## config.mk

```make
export PLATFORM = sky130hd
export DESIGN_NAME = mul_seq16
export DESIGN_NICKNAME = d
export VERILOG_FILES = /design/src/rtl/mul_seq16.sv
export SDC_FILE = /design/constraint.sdc
export NUM_CORES = 1
export LEC_CHECK = 0
export CAP_MARGIN = 25
export CORE_UTILIZATION = 50
export DETAILED_ROUTE_END_ITERATION = 6
export DONT_BUFFER_PORTS = 1
export GPL_TIMING_DRIVEN = 0
export PLACE_DENSITY = 0.67
export SYNTH_ARGS = -nofsm -noshare
export SYNTH_HDL_FRONTEND = slang
export SYNTH_SLANG_ARGS = --single-unit
```

## constraint.sdc

```tcl
create_clock -name clk -period 8.8 [get_ports clk]
set_clock_uncertainty 0.15 [all_clocks]
set_input_delay 1.76 -clock clk [delete_from_list [all_inputs] [get_ports clk]]
set_output_delay 1.76 -clock clk [all_outputs]
set_load 0.02 [all_outputs]
```

## src/rtl/mul_seq16.sv

```systemverilog
// mul_seq16: sequential shift-add multiplier producing the full 2*W-bit product.
// One start strobe launches a fixed W+1 cycle operation that ends in a one-cycle
// done pulse. Dalja holds the last product until the next operation completes.
// Optional build macro MUL_SIGNED_EN: treat operands as two's complement. Magnitudes
// are multiplied and the sign is applied when the result is written to Dalja.
module mul_seq16 #(
  parameter int unsigned W = 16
) (
  input  logic           clk,
  input  logic           rst_n,
  input  logic           start,
  input  logic [W-1:0]   Hyrja1,
  input  logic [W-1:0]   Hyrja2,
  output logic           busy,
  output logic           done,
  output logic [2*W-1:0] Dalja
);

  localparam int unsigned CntW = $clog2(W + 1);

  typedef enum logic [1:0] {
    StIdle = 2'd0,
    StRun  = 2'd1,
    StDone = 2'd2
  } state_e;

  state_e         state_q, state_d;
  logic [2*W-1:0] mcand_q, mcand_d;
  logic [2*W-1:0] acc_q, acc_d;
  logic [2*W-1:0] dalja_q, dalja_d;
  logic [W-1:0]   mplier_q, mplier_d;
  logic [CntW-1:0] cnt_q, cnt_d;

  logic [2*W-1:0] acc_sum;  // accumulator after this cycle's conditional add
  logic [2*W-1:0] result;   // value written to Dalja when the last step completes
  logic [W-1:0]   mag_a, mag_b;

  assign acc_sum = mplier_q[0] ? (acc_q + mcand_q) : acc_q;

`ifdef MUL_SIGNED_EN
  logic neg_q, neg_d;

  // Magnitude of -2^(W-1) is 2^(W-1), which still fits in W unsigned bits.
  assign mag_a  = Hyrja1[W-1] ? (~Hyrja1 + W'(1)) : Hyrja1;
  assign mag_b  = Hyrja2[W-1] ? (~Hyrja2 + W'(1)) : Hyrja2;
  assign result = neg_q ? (~acc_sum + (2*W)'(1)) : acc_sum;
`else
  assign mag_a  = Hyrja1;
  assign mag_b  = Hyrja2;
  assign result = acc_sum;
`endif

  // Next-state logic: accept in IDLE/DONE, one shift-add step per RUN cycle.
  always_comb begin
    state_d  = state_q;
    mcand_d  = mcand_q;
    acc_d    = acc_q;
    dalja_d  = dalja_q;
    mplier_d = mplier_q;
    cnt_d    = cnt_q;
`ifdef MUL_SIGNED_EN
    neg_d    = neg_q;
`endif
    unique case (state_q)
      StIdle, StDone: begin
        state_d = StIdle;
        if (start) begin
          mcand_d  = {{W{1'b0}}, mag_a};
          mplier_d = mag_b;
          acc_d    = '0;
          cnt_d    = CntW'(W);
`ifdef MUL_SIGNED_EN
          neg_d    = Hyrja1[W-1] ^ Hyrja2[W-1];
`endif
          state_d  = StRun;
        end
      end
      StRun: begin
        acc_d    = acc_sum;
        mcand_d  = mcand_q << 1;
        mplier_d = mplier_q >> 1;
        cnt_d    = cnt_q - 1'b1;
        if (cnt_q == CntW'(1)) begin
          dalja_d = result;
          state_d = StDone;
        end
      end
      default: state_d = StIdle;
    endcase
  end

  // State registers; reset discards any operation in flight.
  always_ff @(posedge clk or negedge rst_n) begin
    if (!rst_n) begin
      state_q  <= StIdle;
      mcand_q  <= '0;
      acc_q    <= '0;
      dalja_q  <= '0;
      mplier_q <= '0;
      cnt_q    <= '0;
`ifdef MUL_SIGNED_EN
      neg_q    <= 1'b0;
`endif
    end else begin
      state_q  <= state_d;
      mcand_q  <= mcand_d;
      acc_q    <= acc_d;
      dalja_q  <= dalja_d;
      mplier_q <= mplier_d;
      cnt_q    <= cnt_d;
`ifdef MUL_SIGNED_EN
      neg_q    <= neg_d;
`endif
    end
  end

  assign busy  = (state_q == StRun);
  assign done  = (state_q == StDone);
  assign Dalja = dalja_q;

endmodule

```

==> flow_summary.ini <==
[clocking]
insertion_delay_ps = 420
clockBufferDepth = 2
cts_made_buffers = 17
cts_sinks = 119
cts_htree_levels = 4
tritoncts = yes
clk_pin_slew_ps = 50
post-cts-setup-buffers = 0
cts_resized = 0
cts_hold_buf = 0
ctsRootBufferMaster = clkbuf_16

[timing]
tightestPinTransition_ps = 843
holdWs_ps = 326
setup_viol = 0
slew_violations = 0
rsz0062_at_grt = false
fin_crit_ps = 4140
finalSetupTns_ps = 0
slew_headroom = 0.438
worst_slack_ps = 4660
fmax_mhz = 242
finalHoldViolCount = 0
fin_crit_sh = 0.470

[detailed_routing]
drt_wl_total_mm = 17.2
dr.pass1.iters = 5
drtAntennaViolNets = 0
viasPerCell = 6.13
drt_iter0_markers = 395
num_vias = 5374
wire_per_inst_um = 19.6
drc = 0

[critical_path]
r2r-end = Dalja[28]$_DFFE_PN0P_
reg2reg_slack_ps = 5200
cp_top_family = buffers and inverters
crit_chain = nand2b_1 > inv_1 > clkbuf_1 > buf_1
rr_startpoint = mcand_q[0]$_DFFE_PN0P_
cp.depth = 4
endpoint = busy
crit_path_start = state_q[1]$_DFFE_PN0P_
arrival_ps = 2230
reg2reg_depth = 11
critical_path.max_stage_delay_ps = 690
worstPathRequired_ps = 6890
crit_buf_inv = 3
crit_fanout = 10
criticalPathCategory = reg2out
critPathCaptureType = output pin
critPathLaunchType = flop
slowest_stage = buf_1

[flow_run]
maxCapViolCount = 0

[die]
ios = 69
dieArea_um2 = 13400
core_area_um2 = 12600
die_h_um = 116
die-width_um = 116
start_util = 0.512
rows = 41

[worst_hold_path]
hp-start = mplier_q[5]$_DFFE_PN0P_
holdCritPathClass = reg2reg

[logic_synthesis]
synth_cell_types = 63
synth_cells = 678
async_reset_ff_frac = 1.00
syn_area_um2 = 6450
synthesis.nets = 747
ys_ff_latch = 119
synth_edf_count = 0
ys_seq_area_frac = 0.461
yosysWarnings = 0
synth_ff_type = dfrtp_1
synth_area_per_cell_um2 = 9.52

[global_routing]
grt_pass1_vias = 5179
antenna_found_initial = 0
grt_pass1_wl_mm = 27.4
grt_overflow = 0
track_usage = 0.275
grt_max_degree = 120

[power]
power_leakage_nw = 3.40
p_total_mw = 3.13
vdd_drop_max_mv = 0.187
p_per_area_nw_per_um2 = 432

[placed_design]
place_area_um2 = 6670
hpwl_mm = 12.0
place_ws_ps = 5000
gp_congestion = 0.892
place_inst = 850
io_buffers = 0

[final_layout]
nets = 766
diodes = 0
area_growth_pct = 12.2
drive_above_1_share = 0.0695
layout.cells.non_filler = 877
postLayoutCoreUtil = 0.574
final_cell_area_um2 = 7240

[outcome]
status = finished clean
==> how the worst min path moves through the flow <==
stage          slack (ps)                  endpoint  depth (start not counted)
2_1_floorplan         300  mplier_q[10]$_DFFE_PN0P_                          2
3_3_place_gp          310  mplier_q[10]$_DFFE_PN0P_                          2
3_5_place_dp          310   mplier_q[7]$_DFFE_PN0P_                          2
4_1_cts               330  mplier_q[10]$_DFFE_PN0P_                          2
5_1_grt               350   mplier_q[7]$_DFFE_PN0P_                          2
6_report              330   mplier_q[5]$_DFFE_PN0P_                          2
==> tightest hold or removal path: stages (launching register included) <==
cell and delay [ps]:
dfrtp_1 340, nand2_1 50, nand2_1 50
==> routing by layer <==
layer  GRT usage  wire length [µm]  vias to the layer above  part of all wire
li1            -                 -                     2497                 -
met1       0.368              7620                     2662              0.44
met2       0.432              8030                      180              0.47
met3      0.0690              1160                       35             0.068
met4       0.104               391                        0             0.023
met5           0                 0                        -                 0
==> synthesized netlist by cell type, types with 3 or more instances <==
cell type / count / share of area
nor2b_1: 3 / 0.0029
xnor2_1: 14 / 0.019
o21ai_1: 4 / 0.0031
nand2b_1: 5 / 0.0048
ha_1: 33 / 0.064
o21a_1: 11 / 0.013
mux2i_1: 14 / 0.022
a22oi_1: 29 / 0.034
dfrtp_1: 119 / 0.46
xor2_1: 16 / 0.022
a31oi_1: 7 / 0.0068
inv_1: 11 / 0.0064
nand3_1: 29 / 0.022
a21boi_0: 3 / 0.0035
nor3_1: 5 / 0.0039
a22o_1: 18 / 0.024
and3_1: 11 / 0.011
a211o_1: 5 / 0.0068
o21ai_0: 62 / 0.048
nand2_1: 121 / 0.070
a21o_1: 8 / 0.0093
o211ai_1: 3 / 0.0035
nor2_1: 23 / 0.013
clkbuf_1: 29 / 0.017
nand4_1: 3 / 0.0029
a31o_2: 4 / 0.0054
buf_1: 6 / 0.0035
a21oi_1: 38 / 0.029
==> power by group <==
group	switching [mW]	internal [mW]
logic	0.858	0.526
clock network	0.237	0.440
registers	0.280	0.788
==> cell families after synthesis <==
family,Yosys count,share of synthesized area
AO/OA/AOI/OAI,218,0.229
XOR/XNOR,30,0.0407
adder cells (fa/ha/maj),34,0.0671
buffers and inverters,50,0.0333
flip-flops,119,0.461
multiplexers,14,0.0217
AND/OR/NAND/NOR,213,0.147
==> state kept, by name (all words and copies together), names as in the netlist <==
name / cells
mplier_q: 16
cnt_q: 5
mcand_q: 32
Dalja: 32
acc_q: 32
state_q: 2
==> cell type report <==
cell class / count / area (µm²)
fillers: 1153 / 5380
multi-input cells: 509 / 3260
flip-flops and latches: 119 / 2980
clock buffers: 25 / 536
well taps: 172 / 215
plain buffers: 38 / 170
inverters: 12 / 45.0
clock inverters: 2 / 37.5
==> cell usage in the layout (no fill, tap or decap), types with 14 or more instances in the layout <==
cell       count
ha_1          33
clkbuf_1      29
nand2_1      121
a21oi_1       38
xnor2_1       14
a22oi_1       29
xor2_1        16
o21ai_0       62
dfrtp_1      119
a22o_1        18
mux2i_1       14
nor2_1        23
clkbuf_16     17
nand3_1       29
No activity file was read; power rests on OpenSTA's default activity.
